**src/rtl/usb_tx_pkg.sv**
```systemverilog
// Shared types and constants for the USB transmit packet sequencer.
// Used by the sequencer top and its cycle counters.
package usb_tx_pkg;

   typedef enum logic [1:0] {
      PKT_DATA      = 2'b00,
      PKT_ZLP       = 2'b01,
      PKT_HANDSHAKE = 2'b10,
      PKT_INVALID   = 2'b11
   } pkt_type_t;

   typedef enum logic [2:0] {
      ST_IDLE    = 3'd0,
      ST_SYNC    = 3'd1,
      ST_PID     = 3'd2,
      ST_DATA    = 3'd3,
      ST_CRC16   = 3'd4,
      ST_EOP_SE0 = 3'd5,
      ST_EOP_J   = 3'd6
   } tx_state_t;

   // EOP line-state durations, in USB bit periods
   localparam int EOP_SE0_BITS = 2;
   localparam int EOP_J_BITS   = 1;

   function automatic logic is_field(input tx_state_t s);
      return (s == ST_SYNC) || (s == ST_PID) || (s == ST_DATA) || (s == ST_CRC16);
   endfunction

endpackage

```
**src/rtl/usb_tx_cycle_counter.sv**
```systemverilog
// Up-counter with synchronous clear/enable, saturating at all-ones.
// tc is a registered-count compare against a runtime terminal value; no backpressure.
module usb_tx_cycle_counter #(
   parameter int WIDTH = 4
) (
   input  logic             clk,
   input  logic             n_rst,
   input  logic             clr,
   input  logic             en,
   input  logic [WIDTH-1:0] terminal,
   output logic             tc
);

   logic [WIDTH-1:0] count_q;
   logic [WIDTH-1:0] count_d;

   always_comb begin
      count_d = count_q;
      if (clr) begin
         count_d = '0;
      end else if (en && (count_q != {WIDTH{1'b1}})) begin
         count_d = count_q + 1'b1;
      end
   end

   always_ff @(posedge clk) begin
      if (!n_rst) begin
         count_q <= '0;
      end else begin
         count_q <= count_d;
      end
   end

   assign tc = (count_q == terminal);

endmodule

```
**src/rtl/usb_tx_controller.sv**
```systemverilog
// Device-side USB transmit packet sequencer: SYNC/PID/DATA/CRC16 strobes, EOP, watchdog.
// All outputs registered; fields advance one cycle after the timer's bits_transmitted pulse.
module usb_tx_controller
   import usb_tx_pkg::*;
#(
   parameter int CLKS_PER_BIT   = 8,
   parameter int TIMEOUT_CYCLES = 1024
) (
   input  logic       clk,
   input  logic       n_rst,
   input  logic       tx_start,
   input  logic [1:0] pkt_type,
   input  logic       tx_abort,
   input  logic       sync_bits_transmitted,
   input  logic       pid_bits_transmitted,
   input  logic       data_bits_transmitted,
   input  logic       crc16_bits_transmitted,
   output logic       sync_transmitting,
   output logic       pid_transmitting,
   output logic       data_transmitting,
   output logic       crc16_transmitting,
   output logic       eop_se0,
   output logic       eop_j,
   output logic       tx_busy,
   output logic       tx_done,
   output logic       tx_error,
   output logic       tx_aborted
);

   localparam int WD_W  = $clog2(TIMEOUT_CYCLES + 1);
   localparam int EOP_W = $clog2(2 * CLKS_PER_BIT);

   // The watchdog fires on the cycle the count would reach TIMEOUT_CYCLES
   localparam logic [WD_W-1:0]  WD_LAST  = WD_W'(TIMEOUT_CYCLES - 1);
   localparam logic [EOP_W-1:0] SE0_LAST = EOP_W'(EOP_SE0_BITS * CLKS_PER_BIT - 1);
   localparam logic [EOP_W-1:0] J_LAST   = EOP_W'(EOP_J_BITS * CLKS_PER_BIT - 1);

   tx_state_t state_q, state_d;
   pkt_type_t pkt_type_q, pkt_type_d;
   logic sync_transmitting_q, sync_transmitting_d;
   logic pid_transmitting_q, pid_transmitting_d;
   logic data_transmitting_q, data_transmitting_d;
   logic crc16_transmitting_q, crc16_transmitting_d;
   logic eop_se0_q, eop_se0_d;
   logic eop_j_q, eop_j_d;
   logic tx_busy_q, tx_busy_d;
   logic tx_done_q, tx_done_d;
   logic tx_error_q, tx_error_d;
   logic tx_aborted_q, tx_aborted_d;

   logic in_field;
   logic in_eop;
   logic field_done;
   logic state_change;
   logic wd_tc;
   logic eop_tc;
   logic [EOP_W-1:0] eop_terminal;

   assign in_field     = is_field(state_q);
   assign in_eop       = (state_q == ST_EOP_SE0) || (state_q == ST_EOP_J);
   assign state_change = (state_d != state_q);
   assign eop_terminal = (state_q == ST_EOP_SE0) ? SE0_LAST : J_LAST;

   assign field_done = ((state_q == ST_SYNC)  && sync_bits_transmitted)
                    || ((state_q == ST_PID)   && pid_bits_transmitted)
                    || ((state_q == ST_DATA)  && data_bits_transmitted)
                    || ((state_q == ST_CRC16) && crc16_bits_transmitted);

   usb_tx_cycle_counter #(.WIDTH(WD_W)) u_watchdog (
      .clk      (clk),
      .n_rst    (n_rst),
      .clr      (state_change),
      .en       (in_field),
      .terminal (WD_LAST),
      .tc       (wd_tc)
   );

   usb_tx_cycle_counter #(.WIDTH(EOP_W)) u_eop_timer (
      .clk      (clk),
      .n_rst    (n_rst),
      .clr      (state_change),
      .en       (in_eop),
      .terminal (eop_terminal),
      .tc       (eop_tc)
   );

   always_comb begin
      state_d      = state_q;
      pkt_type_d   = pkt_type_q;
      tx_aborted_d = tx_aborted_q;
      tx_error_d   = 1'b0;
      tx_done_d    = 1'b0;

      case (state_q)
         ST_IDLE: begin
            if (tx_start) begin
               if (pkt_type_t'(pkt_type) == PKT_INVALID) begin
                  tx_error_d = 1'b1;
               end else begin
                  pkt_type_d   = pkt_type_t'(pkt_type);
                  tx_aborted_d = 1'b0;
                  state_d      = ST_SYNC;
               end
            end
         end
         ST_SYNC:  if (field_done) state_d = ST_PID;
         ST_PID: begin
            if (field_done) begin
               case (pkt_type_q)
                  PKT_DATA: state_d = ST_DATA;
                  PKT_ZLP:  state_d = ST_CRC16;
                  default:  state_d = ST_EOP_SE0;
               endcase
            end
         end
         ST_DATA:  if (field_done) state_d = ST_CRC16;
         ST_CRC16: if (field_done) state_d = ST_EOP_SE0;
         ST_EOP_SE0: if (eop_tc) state_d = ST_EOP_J;
         ST_EOP_J: begin
            if (eop_tc) begin
               state_d   = ST_IDLE;
               tx_done_d = 1'b1;
            end
         end
         default: state_d = ST_IDLE;
      endcase

      // Abort outranks a same-cycle field advance, which outranks the watchdog
      if (in_field) begin
         if (tx_abort) begin
            state_d      = ST_EOP_SE0;
            tx_aborted_d = 1'b1;
         end else if (!field_done && wd_tc) begin
            state_d      = ST_EOP_SE0;
            tx_error_d   = 1'b1;
            tx_aborted_d = 1'b1;
         end
      end

      sync_transmitting_d  = (state_d == ST_SYNC);
      pid_transmitting_d   = (state_d == ST_PID);
      data_transmitting_d  = (state_d == ST_DATA);
      crc16_transmitting_d = (state_d == ST_CRC16);
      eop_se0_d            = (state_d == ST_EOP_SE0);
      eop_j_d              = (state_d == ST_EOP_J);
      tx_busy_d            = (state_d != ST_IDLE);
   end

   always_ff @(posedge clk) begin
      if (!n_rst) begin
         state_q              <= ST_IDLE;
         pkt_type_q           <= PKT_DATA;
         sync_transmitting_q  <= 1'b0;
         pid_transmitting_q   <= 1'b0;
         data_transmitting_q  <= 1'b0;
         crc16_transmitting_q <= 1'b0;
         eop_se0_q            <= 1'b0;
         eop_j_q              <= 1'b0;
         tx_busy_q            <= 1'b0;
         tx_done_q            <= 1'b0;
         tx_error_q           <= 1'b0;
         tx_aborted_q         <= 1'b0;
      end else begin
         state_q              <= state_d;
         pkt_type_q           <= pkt_type_d;
         sync_transmitting_q  <= sync_transmitting_d;
         pid_transmitting_q   <= pid_transmitting_d;
         data_transmitting_q  <= data_transmitting_d;
         crc16_transmitting_q <= crc16_transmitting_d;
         eop_se0_q            <= eop_se0_d;
         eop_j_q              <= eop_j_d;
         tx_busy_q            <= tx_busy_d;
         tx_done_q            <= tx_done_d;
         tx_error_q           <= tx_error_d;
         tx_aborted_q         <= tx_aborted_d;
      end
   end

   assign sync_transmitting  = sync_transmitting_q;
   assign pid_transmitting   = pid_transmitting_q;
   assign data_transmitting  = data_transmitting_q;
   assign crc16_transmitting = crc16_transmitting_q;
   assign eop_se0            = eop_se0_q;
   assign eop_j              = eop_j_q;
   assign tx_busy            = tx_busy_q;
   assign tx_done            = tx_done_q;
   assign tx_error           = tx_error_q;
   assign tx_aborted         = tx_aborted_q;

endmodule

```
**config.mk**
```make
export PLATFORM = sky130hd
export DESIGN_NAME = usb_tx_controller
export DESIGN_NICKNAME = d
export VERILOG_FILES = /design/src/rtl/usb_tx_pkg.sv /design/src/rtl/usb_tx_cycle_counter.sv /design/src/rtl/usb_tx_controller.sv
export SDC_FILE = /design/constraint.sdc
export NUM_CORES = 1
export LEC_CHECK = 0
export ABC_CLOCK_PERIOD_IN_PS = 2500
export CORE_ASPECT_RATIO = 0.9
export CORE_MARGIN = 1
export CORE_UTILIZATION = 36
export CTS_CLUSTER_DIAMETER = 120
export DETAILED_ROUTE_END_ITERATION = 8
export PLACE_DENSITY = 0.66
export SETUP_SLACK_MARGIN = 0.1
export SLEW_MARGIN = 20
export SYNTH_ARGS = -nofsm -noshare
export SYNTH_HDL_FRONTEND = slang
export SYNTH_SLANG_ARGS = --single-unit
export TNS_END_PERCENT = 100
```
**constraint.sdc**
```tcl
create_clock -name clk -period 2.5 [get_ports clk]
set_input_delay 0.625 -clock clk [delete_from_list [all_inputs] [get_ports clk]]
set_output_delay 0.625 -clock clk [all_outputs]
set_load 0.05 [all_outputs]
```
## Word level (Yosys, flattened, before mapping)

Index checks and enable logic that the tools add are counted.

- Bitwise gates (word level): 2
- Mux-type cells: 27
- Eq/ne operators: 19
- Add/sub/neg operators: 2
- Reduce and logical (&&, ||, !) cells: 21

Operators by type and width:

| cell | count |
|---|---|
| $mux 3 | 11 |
| $pmux 3 s7 | 1 |
| $eq 3x3->1 const B | 6 |
| $mux 1 | 13 |
| $eq 3x2->1 const B | 4 |
| $add 11x1->11 const B | 1 |
| $eq 11x10->1 const B | 1 |
| $ne 11x11->1 const B | 1 |
| $logic_and 1x1->1 | 7 |
| $logic_or 1x1->1 | 7 |
| $eq 3x1->1 const B | 2 |
| $pmux 3 s2 | 1 |
| $add 4x1->4 const B | 1 |
| $eq 4x4->1 | 1 |
| $mux 4 | 1 |
| $ne 4x4->1 const B | 1 |
| $logic_not 3->1 | 1 |
| $ne 3x3->1 | 1 |
| $reduce_and 3->1 | 1 |
| $reduce_bool 3->1 | 1 |
| $eq 2x1->1 const B | 1 |
| $eq 2x2->1 const B | 1 |
| $logic_not 2->1 | 1 |
| $not 1->1 | 2 |
| 3 further kinds | 3 |

- Word-level logic and storage cells: 85
- Output and inout bits: 10
- Flip-flop bits (word level): 30
- Input bits: 10

## Depth between registers and ports, before layout

- Word-level depth: 12
- Gate-level depth with buffers: 7
- Depth with buffers taken out: 6

## Hierarchy

Synthesis repeated with hierarchy kept, for this count alone.

- Cell total of the unflattened synthesis: 220
- Area total of the unflattened synthesis: 1894.3 um^2

By module, submodules not included:

| module | instances | area an instance (um^2) | seq. area each (um^2) | cells each |
|---|---|---|---|---|
| usb_tx_controller | 1 | 833.3 | 300.3 | 100 |
| usb_tx_cycle_counter at u_watchdog | 1 | 829.5 | 220.2 | 94 |
| usb_tx_cycle_counter at u_eop_timer | 1 | 231.5 | 80.1 | 26 |

## Worst setup path before layout

Ideal clock, no wire load.

- Path kind: input to register
- From: input data_bits_transmitted
- To: register u_eop_timer.count_q[3]
- Required time: 2.380 ns
- Stages on the path: 6
- Slack: 0.532 ns
- Library setup time: 0.120 ns
- Buffers on the path: 1
- Arrival time: 1.848 ns
- Cells stage by stage: mux2i_1 > o211ai_2 > a221oi_4 > o311a_1 > buf_4 > nor4_2

- Longest elaborated chain between the ends: 10
- Elaborated cells on any way between the ends: 15
- Those cells by class: 1 x eq/ne; 8 x mux; 6 x reduce/logical

RTL lines:

| what | RTL line | source |
|---|---|---|
| start, declared | usb_tx_controller.sv:16 | `input logic data_bits_transmitted,` |
| $logic_and 1x1->1 * | usb_tx_controller.sv:66 | `\|\| ((state_q == ST_DATA) && data_bits_transmitted)` |
| $logic_or 1x1->1 * | usb_tx_controller.sv:66 |  |
| $logic_or 1x1->1 * | usb_tx_controller.sv:67 | `\|\| ((state_q == ST_CRC16) && crc16_bits_transmitted);` |
| $mux 3 (tied with other cells) | usb_tx_controller.sv:117 | `ST_CRC16: if (field_done) state_d = ST_EOP_SE0;` |
| $pmux 3 s7 or $logic_and 1x1->1 (tied branches) | usb_tx_controller.sv:94, usb_tx_controller.sv:133 |  |
| $mux 3 | usb_tx_controller.sv:133 | `end else if (!field_done && wd_tc) begin` |
| $mux 3 | usb_tx_controller.sv:130 | `if (tx_abort) begin` |
| $mux 3 * | usb_tx_controller.sv:129 | `if (in_field) begin` |
| $ne 3x3->1 * | usb_tx_controller.sv:61 | `assign state_change = (state_d != state_q);` |
| $reduce_or 2->1 (no line) * | - |  |
| end signal, assigned | usb_tx_cycle_counter.sv:30 | `count_q <= count_d;` |
| end, declared | usb_tx_cycle_counter.sv:14 | `logic [WIDTH-1:0] count_q;` |

Every way passes the cells marked *; elsewhere a longest branch is shown, timed or not.
A chain may end at the register's enable or synchronous reset.

## Worst setup path in the final report

- From: input data_bits_transmitted
- To: register u_eop_timer.count_q[2]

Same word-level chain as after synthesis.

==> metrics <==
status complete, but fails checks; failing checks design-rule violations; Post-synth EDFFs 0; Final setup viols 0; first-pass GRT wire length 6100 µm; ys async rst share 0%; Rows 23; clock sink count 30; CTS Buf Count 5; largest net degree at the start of global routing 16; vias in the first global route 1292; DP HPWL 2720 µm; yosys warns 0; Slew @ Worst Pin 0.501 ns; nets 215; Worst Setup Start Kind input port; pre-CTS setup slack -0.0324 ns; area grow syn2layout 26.5%; Resize count post-CTS 0; Finished Layout Cells 266; Max Slew Vio Count 0; Vias 1467; Inst Count DP 258; Placer Congestion 0.820; global route overflow 0; Worst Setup Path Type in2reg; minimum clock period 2.21 ns; hold-fix buffers at CTS 0; CP required 2.68 ns; die area 4900 µm²; final hold violation count 0; final period utilization 88.2%; post-route cell area 2110 µm²; WL final 3660 µm; CTS Buffer Depth 2; RSZ-0062 raised after global routing false; clock slew at reported path FFs 0.07 ns; Synth cell types 53; sequential fraction of the synthesis area 36.1%; Storage cell area 601 µm²; initial antenna violation count 0; Mapped Area 1660 µm²; Hold/Removal Path Class reg2reg; Multi-input gate area 1000 µm²; maximum vdd ir drop 0.595 mV; Die H 66.5 µm; Max-Cap Viols 0; dpl cell area 2000 µm²; Avg Inst Size Synth 9.56 µm²; DR iter-0 viols 79; antenna-violating nets left 0; Initial Util 37.5%; CP Capture Type register; Setup TNS 0 ns; Slew HR 66.5%; root buf cell clkbuf_8; wire per inst 13.8 µm; width of the die 73.7 µm; net count after synthesis 186; #FFs+latches synth 30; Worst-Skew Late Latency 0.28 ns; Power, Total 0.00227 W; H-tree lvl count 2; Pleak 0.700 nW; Most used DFF post-synth dfxtp_1; total track usage 16.7%; Layout Skew 0.0103 ns; Vias/cell 5.52; Ant. Diodes 0; post-CTS setup buffer count 0; CP max FO 15; post-route DRC violation count 1; fill cell count 447; Port Buffers 19; setup ws final 0.294 ns; IO Pins 20; share of cells above drive strength 1 21.1%; Syn Inst Count 174; Power Density 1080 nW/µm²; f_max 0.453 GHz; Placeable Area 4430 µm²; TritonCTS clock tree built; DR pass1 iterations 7; Data arrival, critical path 2.39 ns
-- where the power goes --
| group | switching (W) | leakage, nW | internal (W) |
|---|---|---|---|
| clock | 0.000186 | 0.0575 | 0.000278 |
| sequential | 0.0000624 | 0.244 | 0.000546 |
| combinational | 0.000723 | 0.398 | 0.000477 |
-- path summary, 6_finish.rpt --
| kind | cells after the start | slack, ns | start | endpoint |
|---|---|---|---|---|
| worst max-delay path | 7 | 0.29 | data_bits_transmitted | u_eop_timer.count_q[2] |
| worst max register to register | 5 | 0.39 | state_q[1] | crc16_transmitting |
| worst min register to register | 2 | 0.53 | tx_aborted | tx_aborted |
| worst min-delay path | 2 | 0.53 | tx_aborted | tx_aborted |
-- through the flow --
stage	hold WS (ns)	util (%)
2_1_floorplan	0.489	-
3_3_place_gp	0.494	45.0
3_5_place_dp	0.517	45.0
4_1_cts	0.531	47.5
5_1_grt	0.588	47.5
6_report	0.530	47.5
-- synth_stat cells, drive strengths merged, types with 4 or more instances --
library cell  instances  area [µm²]
xnor2                 8        70.1
nor4                 21         200
nand2                13        48.8
nor2                 14        52.6
a21oi                 5        28.8
buf                   7        52.5
nor3                  9        50.1
nand4                 4        31.3
nand3                 6        30.0
mux2i                 5        50.1
dfxtp                30         601
-- critical path: stages --
cell             delay, ns
clkdlybuf4s50_1       0.42
mux2i_1               0.27
o211a_1               0.24
nand4_2               0.18
o311a_1               0.22
buf_12                0.16
nor4_1                0.26
-- registers in the layout, summed over array words and instances (netlist names), 2 cells and up --
name and count:
u_watchdog.count_q 11, u_eop_timer.count_q 4, state_q 3, pkt_type_q 2
-- cell families after synthesis --
group / synth area share (%)
muxes: 3.01
AOI/OAI and AO/OA: 16.9
DFF: 36.1
adders and majority gates: 1.50
and+or+nand+nor: 33.4
buffers and inverters: 3.83
xor gates and xnor gates: 5.26
-- placed cells by master, fill, tap and decap left out, types with 3 or more instances in the layout --
cell type and n:
o211a_1 3, clkbuf_8 8, mux2i_1 5, a31oi_1 3, nand2_1 13, buf_12 3, buf_4 8, nand3_1 6
nor4_1 10, nor3_1 8, nor4_2 11, nand4_1 3, xnor2_1 8, nor2b_1 3, clkdlybuf4s50_1 19, dfxtp_1 30
a21oi_1 4, nor2_1 14
-- per-layer routing --
metal,GRT usage [%],part of all wire [%]
met1,23.7,49
met2,22.7,43
met3,4.54,5.9
met4,8.41,2.3
met5,0,0
-- final cells by class --
| cell class | count | area share [%] |
|---|---|---|
| sequential | 30 | 28.5 |
| tap | 62 | 3.68 |
| clock buffer | 8 | 5.23 |
| timing repair buffer | 30 | 14.7 |
| inverter | 2 | 0.357 |
| multi-input combinational | 134 | 47.5 |
(Power assumes the default switching activity.)
